--- config.mk ---
export PLATFORM = sky130hd
export DESIGN_NAME = estagio_busca
export DESIGN_NICKNAME = d
export VERILOG_FILES = /design/src/rtl/mips_pkg.sv /design/src/rtl/estagio_busca.sv
export SDC_FILE = /design/constraint.sdc
export NUM_CORES = 1
export LEC_CHECK = 0
export ABC_AREA = 1
export CAP_MARGIN = 15
export CORE_UTILIZATION = 51
export DETAILED_ROUTE_END_ITERATION = 7
export GPL_TIMING_DRIVEN = 1
export HOLD_SLACK_MARGIN = 0.02
export MAX_ROUTING_LAYER = met4
export PLACE_DENSITY_LB_ADDON = 0.05
export SLEW_MARGIN = 20
export SYNTH_ARGS = -nofsm -noshare
export SYNTH_HDL_FRONTEND = slang
export SYNTH_SLANG_ARGS = --single-unit
export TNS_END_PERCENT = 100
--- constraint.sdc ---
create_clock -name if_in_clk -period 2.7 [get_ports if_in_clk]
set_input_delay 0.54 -clock if_in_clk [delete_from_list [all_inputs] [get_ports if_in_clk]]
set_output_delay 0.54 -clock if_in_clk [all_outputs]
set_load 0.05 [all_outputs]
--- src/rtl/mips_pkg.sv ---
// Shared MIPS pipeline definitions: datapath widths, bubble instruction, opcodes and
// the fetch-stage state type used by all stages and the hazard logic.
package mips_pkg;

  localparam int unsigned PC_W   = 10;
  localparam int unsigned INST_W = 32;

  // sll $0,$0,0
  localparam logic [31:0] NOP = 32'h0000_0000;

  localparam logic [5:0] OP_R    = 6'b000000;
  localparam logic [5:0] OP_ADDI = 6'b001000;
  localparam logic [5:0] OP_BEQ  = 6'b000100;
  localparam logic [5:0] OP_J    = 6'b000010;
  localparam logic [5:0] OP_LW   = 6'b100011;
  localparam logic [5:0] OP_SW   = 6'b101011;

  typedef enum logic [5:0] {
    OpR    = 6'b000000,
    OpJ    = 6'b000010,
    OpBeq  = 6'b000100,
    OpAddi = 6'b001000,
    OpLw   = 6'b100011,
    OpSw   = 6'b101011
  } opcode_e;

  // StPrime: memory output is stale; StRun: a fetched word is in flight.
  typedef enum logic {
    StPrime = 1'b0,
    StRun   = 1'b1
  } fetch_state_e;

  function automatic logic [5:0] opcode_of(input logic [31:0] inst);
    return inst[31:26];
  endfunction

endpackage

--- src/rtl/estagio_busca.sv ---
// Instruction-fetch stage: owns the PC, drives the synchronous instruction memory and
// realigns its one-cycle latency into {IR, PC, valid} for decode.
module estagio_busca
  import mips_pkg::*;
#(
  parameter int unsigned         PC_W     = mips_pkg::PC_W,
  parameter int unsigned         INST_W   = mips_pkg::INST_W,
  parameter logic [PC_W-1:0]     RESET_PC = '0,
  parameter logic [INST_W-1:0]   NOP      = INST_W'(mips_pkg::NOP)
) (
  input  logic              if_in_clk,
  input  logic              if_in_rst,
  input  logic              if_in_stall,
  input  logic              if_in_flush,
  input  logic              if_in_redirect,
  input  logic [PC_W-1:0]   if_in_target,
  output logic [PC_W-1:0]   if_out_mem_addr,
  input  logic [INST_W-1:0] if_in_mem_q,
  output logic [INST_W-1:0] if_out_ir,
  output logic [PC_W-1:0]   if_out_pc,
  output logic              if_out_valid,
  output logic [31:0]       if_out_count
);

  logic [PC_W-1:0]   r_pc;
  logic [PC_W-1:0]   r_f_pc;
  fetch_state_e      r_state;
  logic [INST_W-1:0] r_ir;
  logic [PC_W-1:0]   r_out_pc;
  logic              r_valid;
  logic [31:0]       r_count;

  logic [PC_W-1:0]   w_pc_d;
  logic [PC_W-1:0]   w_f_pc_d;
  fetch_state_e      w_state_d;
  logic [INST_W-1:0] w_ir_d;
  logic [PC_W-1:0]   w_out_pc_d;
  logic              w_valid_d;
  logic              w_deliver;
  logic [31:0]       w_count_d;

  // A stall replays the in-flight address so the memory keeps presenting the same word.
  assign if_out_mem_addr = if_in_redirect ? if_in_target :
                           if_in_stall    ? r_f_pc       : r_pc;

  always_comb begin
    w_pc_d     = r_pc;
    w_f_pc_d   = r_f_pc;
    w_state_d  = r_state;
    w_ir_d     = r_ir;
    w_out_pc_d = r_out_pc;
    w_valid_d  = r_valid;
    w_deliver  = 1'b0;

    if (if_in_redirect) begin
      w_ir_d    = NOP;
      w_valid_d = 1'b0;
      w_f_pc_d  = if_in_target;
      w_state_d = StRun;
      w_pc_d    = if_in_target + PC_W'(1);
    end else if (if_in_stall) begin
      if (if_in_flush) begin
        w_ir_d    = NOP;
        w_valid_d = 1'b0;
      end
    end else begin
      // A flush still advances fetch; only the word leaving memory is dropped.
      w_deliver  = (r_state == StRun) && !if_in_flush;
      w_valid_d  = w_deliver;
      w_ir_d     = w_deliver ? if_in_mem_q : NOP;
      w_out_pc_d = r_f_pc;
      w_f_pc_d   = r_pc;
      w_state_d  = StRun;
      w_pc_d     = r_pc + PC_W'(1);
    end

    w_count_d = r_count + 32'(w_deliver);
  end

  always_ff @(posedge if_in_clk or negedge if_in_rst) begin
    if (!if_in_rst) begin
      r_pc     <= RESET_PC;
      r_f_pc   <= RESET_PC;
      r_state  <= StPrime;
      r_ir     <= NOP;
      r_out_pc <= '0;
      r_valid  <= 1'b0;
      r_count  <= '0;
    end else begin
      r_pc     <= w_pc_d;
      r_f_pc   <= w_f_pc_d;
      r_state  <= w_state_d;
      r_ir     <= w_ir_d;
      r_out_pc <= w_out_pc_d;
      r_valid  <= w_valid_d;
      r_count  <= w_count_d;
    end
  end

  assign if_out_ir    = r_ir;
  assign if_out_pc    = r_out_pc;
  assign if_out_valid = r_valid;
  assign if_out_count = r_count;

endmodule

[Word level (Yosys, flattened, before mapping)]
Index checks and enable logic that the tools add are counted.
W data, S select, Z words.
Cells by class
  add/sub/neg operators: 3
  muxes and demuxes: 15
  bitwise gates (word level): 2
  reduce and logical (&&, ||, !) cells: 3
  equal/unequal tests: 2
Operators by type and width (count)
  $mux W32: 4
  $mux W10: 4
  $add A32 B1 Y32: 1
  $add A10 B1 Y10 const B: 2
  $mux W1: 7
  $ne A3 B1 Y1 const B: 1
  $ne A2 B1 Y1 const B: 1
  $not A1 Y1: 2
  $reduce_and A2 Y1: 1
  $logic_and A1 B1 Y1: 1
  $logic_not A1 Y1: 1
Storage, ports and cells
  flip-flop bits (word level): 96
  output and inout bits: 85

[Depth between registers and ports, before layout]
Gate-level depths: netlist (run 1).
  depth after elaboration: 5
  gate-level depth with buffers: 15

[Worst setup path after synthesis (run 1)]
No wires, ideal clock.
  path type: in2out
  start point: input port if_in_redirect
  end point: output port if_out_mem_addr[3]
  stages on the path: 5
  setup slack: 0.333 ns
  arrival: 1.827 ns
  data required time: 2.160 ns
  cell sequence: buf_6 > buf_8 > nor2_2 > inv_1 > o211ai_1
On the way
  longest elaborated chain between the ends: 1
Ends and longest elaborated chain
  start: declaration: line estagio_busca.sv:15  | input logic if_in_redirect,
  $mux W10
  end: declaration: line estagio_busca.sv:17  | output logic [PC_W-1:0] if_out_mem_addr,
Every way passes these cells.

[Worst setup path in the final report (run 1)]
  start point: input port if_in_redirect
  end point: output port if_out_mem_addr[2]
Same word-level chain as after synthesis.

==> summary.txt, run 1 <==
Timing
  – Period utilization: 0.941
  – RSZ-0062 raised after global routing: false
  – Layout Skew: 0.0139 ns
  – Slew margin rel.: 0.373
  – Measured slew at the worst slew-check pin: 0.940 ns
  – Tmin final: 2.54 ns
  – Setup TNS: 0 ns
  – Final Hold Fails: 0
  – Final number of setup-violating endpoints: 0
  – Max Freq: 0.393 GHz
  – Max-slew violations: 0

Critical path
  – Arrival time at the worst endpoint: 2.00 ns
  – Setup Crit Path Kind: input pin to output port
  – R2R Path End: if_out_count[16]
  – Worst R2R Path Depth: 11
  – CP endpoint kind: output port
  – Crit path max fanout: 22
  – Slowest CP cell: clkdlybuf4s50_1
  – Worst R2R Setup Slack: 0.82 ns
  – R2r startpoint: r_state
  – Required time worst endpoint: 2.16 ns
  – Worst Setup Start Kind: input pin
  – CP cell instances: clkdlybuf4s50_1, inv_4, nand2_1, inv_4, nand2_1, o211ai_1, buf_12
  – Slowest cell delay on critical path: 0.53 ns

Synthesis
  – Simple-gate share of the synthesized area: 0.250
  – Unique masters post-synth: 33
  – Synth Area in Adders: 0.0111
  – Syn_area_per_cell: 8.49 um^2
  – Synthesis warning total: 0
  – Mapped cell area: 4510 um^2
  – Synthesized flop and latch total: 96
  – Post-synthesis sequential area ratio: 0.533
  – Synth Area in XOR/XNOR: 0.0505
  – Synth Area in Compound Gates: 0.0760
  – Post-synthesis mux area share: 0
  – Largest family of logic cells by synthesized area: simple AND/OR/NAND/NOR gates
  – Net count after synthesis: 582
  – Post-Syn Instances: 531

Clock tree
  – CTS Buffer Depth: 2
  – Hold buffers post-CTS: 0
  – Clk pin slew, worst setup/hold paths: 0.10 ns
  – CTS Root Cell: clkbuf_8
  – Clk sinks: 96
  – Clk_lat worst skew: 0.36 ns
  – CTS buffer count: 9
  – H-tree Lvls: 3
  – TritonCTS clock tree: yes

Floorplanning
  – I/O pin cnt: 132
  – Full die area: 9220 um^2
  – Die Height: 96.0 um
  – Die Wd: 96.0 um
  – Starting Density: 0.538
  – Row count: 33
  – Core Region: 8380 um^2

Power
  – Peak VDD IR: 0.377 mV
  – PwrDens: 567 nW/um^2
  – LEAKAGE: 2.80 nW

Final layout
  – Nets: 719
  – N_diodes: 0
  – Design Area, Final: 6260 um^2
  – Share of cells above drive strength 1: 0.0996
  – Synthesis-to-finish area growth: 38.8%
  – Non-filler cells, final: 778

Route
  – Initial DRC count: 183
  – Final wirelength: 10800 um
  – Residual DRC: 0
  – ANT nets after route: 0
  – Via Count: 3886
  – DR pass1 iterations: 4
  – Via/cell ratio: 4.99
  – DR WL/cell: 13.8 um

Global route
  – First-pass GRT wire length: 17200 um
  – Tot GR Track Use: 0.252
  – Vias in the first global route: 3705
  – Final global-route overflow total: 0
  – Initial antenna violation count: 0
  – Pin count of the biggest net entering global routing: 49

Place
  – Area after DPL: 6040 um^2
  – Port bufs: 131
  – Post-DP HPWL: 8170 um
  – Placed Cells: 762
  – Gpl congestion: 0.917

Status
  – Status: complete, no violations

Job
  – Maxcap violations: 0

Min path
  – Worst min path class: input pin to asynchronous set/reset pin
where the power goes:
part           switching [W]  internal, W  leakage (nW)
Clock               0.000508     0.000523         0.110
Sequential         0.0000860      0.00155          1.24
Combinational       0.000559     0.000326          1.45
worst max-delay path: cells and delay by family:
family          cells  cell delay [ns]
buf+inv             4             1.05
simple gates        2             0.20
compound gates      1             0.20
cells in the mapped netlist, drive strengths merged:
cell type | number | area (um^2)
o21a | 1 | 7.51
nor3 | 14 | 95.1
or2 | 2 | 12.5
xor2 | 21 | 184
buf | 9 | 66.3
nand2 | 183 | 707
a21oi | 2 | 10.0
inv | 72 | 273
o21ai | 47 | 250
ha | 4 | 50.1
o211ai | 9 | 67.6
nand4 | 4 | 25.0
o21bai | 1 | 7.51
xnor2 | 5 | 43.8
nand3 | 15 | 90.1
nand3b | 2 | 15.0
clkbuf | 4 | 18.8
dfrtp | 96 | 2400
nor2 | 40 | 183
kinds of logic after synthesis:
kind of cell               Yosys count
adders and majority gates            4
buffers and inverters               85
and+or+nand+nor                    260
xor gates and xnor gates            26
AOI/OAI and AO/OA                   60
DFF                                 96
final cells by class:
class / instances / area (um^2)
sequential: 96 / 2400
fill: 642 / 2120
multi-input combinational: 350 / 1750
timing repair buffer: 139 / 1480
inverter: 72 / 275
tap: 105 / 131
clock buffer: 9 / 124
clock inverter: 7 / 95.1
cell usage in the layout, fill, tap and decap left out, drive strengths merged:
| master | n |
|---|---|
| nor3 | 14 |
| or2 | 2 |
| bufinv | 2 |
| buf | 19 |
| xor2 | 21 |
| clkinvlp | 1 |
| clkdlybuf4s50 | 120 |
| nand2 | 183 |
| o21ai | 47 |
| inv | 73 |
| nand3b | 2 |
| nand3 | 15 |
| clkinv | 3 |
| a21oi | 2 |
| dfrtp | 96 |
| ha | 4 |
| nor2 | 40 |
| xnor2 | 5 |
| o21bai | 1 |
| o21a | 1 |
| nand4 | 4 |
| o211ai | 9 |
| clkbuf | 9 |
per-layer routing:
metal | track usage | part of all wire
met1 | 0.318 | 0.43
met2 | 0.411 | 0.51
met3 | 0.0371 | 0.046
met4 | 0.0970 | 0.017
met5 | - | 0
flip-flops by register name (all words and copies together) (netlist names):
name          flops
if_out_count     32
if_out_ir        32
if_out_pc        10
if_out_valid      1
r_f_pc           10
r_pc             10
r_state           1
timing repair:
item                                    in CTS  in global routing
gates resized for setup                      0                  2
endpoints found under the setup margin       0                  4
buffers inserted                             0                  0
endpoints found under the hold margin        0                  0
how the worst max path moves through the flow:
stage	start	to	slack, ns	cells after the start
finish	if_in_redirect	if_out_mem_addr[2]	0.16	7
global route	if_in_redirect	if_out_mem_addr[5]	0.07	7
CTS	if_in_redirect	if_out_mem_addr[2]	0.08	7
detailed placement	if_in_redirect	if_out_count[20]	-0.02	11
global placement	if_in_redirect	if_out_count[24]	0.08	13
floorplan	if_in_redirect	if_out_mem_addr[3]	0.33	5
stage by stage:
stage / setup slack (ns) / power (W) / utilization / hold slack, ns
6_report: 0.159 / 0.00355 / 0.747 / 0.0480
5_1_grt: 0.0663 / 0.00371 / 0.747 / 0.0510
4_1_cts: 0.0805 / 0.00358 / 0.746 / 0.0434
3_5_place_dp: -0.0250 / 0.00255 / 0.720 / 0.441
3_3_place_gp: 0.0833 / 0.00254 / 0.720 / 0.434
2_1_floorplan: 0.333 / 0.00216 / - / 0.244
No activity file was read; power rests on OpenSTA's default activity.
==> inputs of run 2 (changes only) <==
Settings changed: CAP_MARGIN 15 to 40.
==> summary.txt, run 2 (synthesized netlist as in run 1, its figures left out) <==
Status
  – Status: complete, no violations

Route
  – Final wirelength: 10900 um
  – Via/cell ratio: 4.98
  – Residual DRC: 0
  – ANT nets after route: 0
  – Via Count: 3883
  – DR WL/cell: 14.0 um
  – Initial DRC count: 131
  – DR pass1 iterations: 5

Timing
  – Max-slew violations: 0
  – Measured slew at the worst slew-check pin: 0.550 ns
  – Layout Skew: 0.0111 ns
  – Tmin final: 2.52 ns
  – Final number of setup-violating endpoints: 0
  – RSZ-0062 raised after global routing: false
  – Period utilization: 0.934
  – Setup TNS: 0 ns
  – Final worst slack: 0.179 ns
  – Slew margin rel.: 0.632
  – Max Freq: 0.397 GHz
  – Final Hold Fails: 0

Critical path
  – Setup Crit Path Kind: input pin to output port
  – Worst R2R Path Depth: 11
  – Required time worst endpoint: 2.16 ns
  – Worst Setup Start Kind: input pin
  – CP endpoint kind: output port
  – Arrival time at the worst endpoint: 1.98 ns
  – Crit path max fanout: 7

Power
  – PwrDens: 559 nW/um^2
  – LEAKAGE: 2.81 nW
  – Peak VDD IR: 0.286 mV

Clock tree
  – Post-CTS resize count: 0
  – CTS Root Cell: clkbuf_8
  – Clk sinks: 96
  – Hold buffers post-CTS: 0
  – CTS Buffer Depth: 2
  – H-tree Lvls: 3
  – TritonCTS clock tree: yes
  – Clk_lat worst skew: 0.35 ns
  – CTS buffer count: 9
  – Clk pin slew, worst setup/hold paths: 0.10 ns
  – Setup Buffers After CTS: 0

Final layout
  – Multi-input gate area: 1750 um^2
  – Share of cells above drive strength 1: 0.0994
  – End-of-flow core utilization: 0.747
  – Nets: 720
  – Number of fill cells: 640
  – Commonest non-fill, non-tap cells in the layout: nand2_1, clkdlybuf4s50_1, dfrtp_1
  – Design Area, Final: 6260 um^2
  – Synthesis-to-finish area growth: 38.9%
  – Commonest non-fill, non-tap cell in the layout: nand2_1
  – N_diodes: 0
  – Storage cell area: 2400 um^2

Place
  – Gpl congestion: 0.917
  – Area after DPL: 6050 um^2
  – Post-DP HPWL: 8320 um
  – Place WS: -0.0268 ns
  – Port bufs: 131

Floorplanning
  – Core Region: 8380 um^2
  – Row count: 33
  – Die Wd: 96.0 um
  – Full die area: 9220 um^2
  – Die Height: 96.0 um
  – I/O pin cnt: 132
  – Starting Density: 0.538

Job
  – Maxcap violations: 0

Min path
  – Worst min path class: input pin to asynchronous set/reset pin

Global route
  – First-pass GRT wire length: 17500 um
  – Vias in the first global route: 3713
  – Tot GR Track Use: 0.256
  – Final global-route overflow total: 0
  – Pin count of the biggest net entering global routing: 49
  – Initial antenna violation count: 0
## run 2: stage by stage
stage | std cells | power (W) | hold slack, ns
after global routing | 779 | 0.00364 | 0.0658
final | 779 | 0.00350 | 0.0579
after floorplan | 531 | 0.00216 | 0.244
after detailed placement | 763 | 0.00256 | 0.444
after global placement | 762 | 0.00254 | 0.434
after CTS | 779 | 0.00352 | 0.0604
## run 2: critical path, stage by stage
cell	delay (ns)
clkdlybuf4s50_1	0.52
nor2_2	0.20
inv_1	0.18
o211ai_1	0.35
buf_12	0.19
## run 2: routing by layer
layer / vias to the layer above / share of wire / wire (um) / track usage
met4: 0 / 0.0083 / 90 / 0.0808
met3: 11 / 0.051 / 550 / 0.0371
met2: 112 / 0.51 / 5600 / 0.421
li1: 1922 / - / - / -
met1: 1838 / 0.43 / 4650 / 0.326
met5: - / 0 / 0 / -
## run 2: power breakdown
| part | internal [W] | switching [W] | total (W) |
|---|---|---|---|
| sequential | 0.00155 | 0.0000898 | 0.00164 |
| clock | 0.000482 | 0.000493 | 0.000975 |
| combinational | 0.000327 | 0.000561 | 0.000888 |
## run 2: final timing paths
path	from	to	slack [ns]
setup / recovery	if_in_redirect	if_out_mem_addr[3]	0.18
hold / removal	if_in_rst	if_out_count[29]	0.06
setup reg to reg	r_state	if_out_count[16]	0.82
hold reg to reg	r_state	r_state	0.46
max in group asynchronous	if_in_rst	if_out_count[11]	1.94
min in group if_in_clk	r_state	r_state	0.46
## run 2: area by class of cell
| cell class | instances | area share |
|---|---|---|
| timing repair buffer | 140 | 0.239 |
| clock buffer | 12 | 0.0248 |
| inverter | 72 | 0.0440 |
| sequential | 96 | 0.384 |
| clock inverter | 4 | 0.00839 |
| tap | 105 | 0.0210 |
| multi-input combinational | 350 | 0.279 |
==> inputs of run 3 (changes only) <==
Settings changed: GPL_TIMING_DRIVEN 1 to 0.
==> summary.txt, run 3 (synthesized netlist as in run 1, its figures left out) <==
Clock tree
  – TritonCTS clock tree: yes
  – H-tree Lvls: 3
  – Hold buffers post-CTS: 0
  – CTS buffer count: 9
  – CTS Buffer Depth: 2
  – Clk_lat worst skew: 0.36 ns
  – CTS Root Cell: clkbuf_8
  – Clk sinks: 96
  – Post-CTS resize count: 56
  – Clk pin slew, worst setup/hold paths: 0.09 ns
  – Setup Buffers After CTS: 0

Critical path
  – Slowest cell delay on critical path: 0.46 ns
  – Crit path max fanout: 11
  – CP cell instances: clkdlybuf4s50_1, nor2_1, nand2_1, inv_2, buf_4, ha_1, ha_1, nand3_2, nor2_4, nand3_1, nor2_1, xor2_1
  – Slowest CP cell: clkdlybuf4s50_1
  – Worst Setup Start Kind: input pin
  – Setup Crit Path Kind: input pin to flop
  – Required time worst endpoint: 2.99 ns
  – Arrival time at the worst endpoint: 2.71 ns
  – CP endpoint kind: flop

Final layout
  – Non-filler cells, final: 783
  – Share of cells above drive strength 1: 0.105
  – N_diodes: 0
  – Synthesis-to-finish area growth: 36.0%
  – End-of-flow core utilization: 0.731
  – Nets: 724
  – Commonest non-fill, non-tap cell in the layout: nand2_1
  – Commonest non-fill, non-tap cells in the layout: nand2_1, clkdlybuf4s50_1, dfrtp_1
  – Number of fill cells: 670

Floorplanning
  – Die Wd: 96.0 um
  – I/O pin cnt: 132
  – Core Region: 8380 um^2
  – Starting Density: 0.538
  – Full die area: 9220 um^2
  – Row count: 33
  – Die Height: 96.0 um

Job
  – Maxcap violations: 0

Timing
  – Layout Skew: 0.0105 ns
  – RSZ-0062 raised after global routing: false
  – Max Freq: 0.413 GHz
  – Measured slew at the worst slew-check pin: 0.557 ns
  – Tmin final: 2.42 ns
  – Period utilization: 0.896
  – Final number of setup-violating endpoints: 0
  – Max-slew violations: 0
  – Slew margin rel.: 0.628
  – Final Hold Fails: 0

Route
  – Initial DRC count: 118
  – Residual DRC: 0
  – Via Count: 3827
  – DR WL/cell: 13.4 um
  – DR pass1 iterations: 5
  – Via/cell ratio: 4.89
  – Final wirelength: 10500 um
  – ANT nets after route: 0

Global route
  – Vias in the first global route: 3675
  – Final global-route overflow total: 0
  – First-pass GRT wire length: 16800 um
  – Tot GR Track Use: 0.247
  – Pin count of the biggest net entering global routing: 52
  – Initial antenna violation count: 0

Power
  – Psw: 0.00114 W
  – Switching portion of total power: 0.341
  – Sequential Power Share: 0.489
  – PwrDens: 545 nW/um^2
  – Peak VDD IR: 0.260 mV
  – LEAKAGE: 2.77 nW
  – Comb pwr share: 0.249
  – Clock share of power: 0.262
  – Pint: 0.00220 W

Place
  – Placed Cells: 767
  – Gpl congestion: 0.897
  – Port bufs: 130
  – Post-DP HPWL: 8050 um

Min path
  – Worst min path class: input pin to asynchronous set/reset pin

Status
  – Status: complete, no violations
## run 3: cell types whose count changed in the layout (fill, tap and decap cells not counted), sizes merged, moves of 2 or more
cell,before,now
clkdlybuf4s50,120,118
clkbuf,12,18
buf,20,18
inv,72,74
## run 3: final timing paths
check                                 start                to  slack, ns  cells after the start
max in group asynchronous         if_in_rst      if_out_ir[1]       2.00                      2
min in group if_in_clk            r_f_pc[0]      if_out_pc[0]       0.47                      2
worst max-delay path            if_in_flush  if_out_count[20]       0.28                     12
worst min register to register    r_f_pc[0]      if_out_pc[0]       0.47                      2
worst min-delay path              if_in_rst  if_out_count[21]       0.09                      1
worst max register to register      r_state  if_out_count[20]       0.58                     12
## run 3: per-stage QoR
step                setup slack (ns)  hold WS [ns]  setup TNS, ns  instance area, um^2  total power, W
detailed placement            -0.618         0.458          -8.06                 5970         0.00251
global placement               -2.41         0.436        -238.63                 5940         0.00249
floorplan                      0.333         0.244              0                 4510         0.00216
CTS                           0.0137        0.0917              0                 6110         0.00338
global route                  0.0596        0.0967              0                 6130         0.00352
finish                         0.280        0.0925              0                 6130         0.00334
## run 3: routing by layer
metal,GRT usage,vias to the layer above,share of wire
li1,-,1941,-
met1,0.312,1777,0.44
met2,0.392,93,0.50
met3,0.0529,16,0.042
met4,0.0908,0,0.017
met5,-,-,0
## run 3: layout make-up
| class | instances | area [um^2] | share of cell area |
|---|---|---|---|
| Multi-Input combinational cell | 350 | 1750 | 0.286 |
| Clock buffer | 11 | 141 | 0.0231 |
| Timing Repair Buffer | 131 | 1300 | 0.212 |
| Tap cell | 105 | 131 | 0.0214 |
| Clock inverter | 5 | 38.8 | 0.00633 |
| Buffer | 13 | 87.6 | 0.0143 |
| Inverter | 72 | 273 | 0.0445 |
| Sequential cell | 96 | 2400 | 0.392 |
## run 3: critical path, delay by kind of cell
family / cells / cell delay, ns
adder cells (fa/ha/maj): 2 / 0.43
XOR/XNOR: 1 / 0.16
AND/OR/NAND/NOR: 6 / 0.83
buffers and inverters: 3 / 0.75
## run 3: power groups by stage
stage / Sequential, W / Clock, W / Combinational, W
floorplan: 0.00190 / 0 / 0.000256
CTS: 0.00163 / 0.000906 / 0.000837
global placement: 0.00166 / 0 / 0.000826
detailed placement: 0.00166 / 0 / 0.000845
global route: 0.00165 / 0.000979 / 0.000890
finish: 0.00163 / 0.000875 / 0.000831
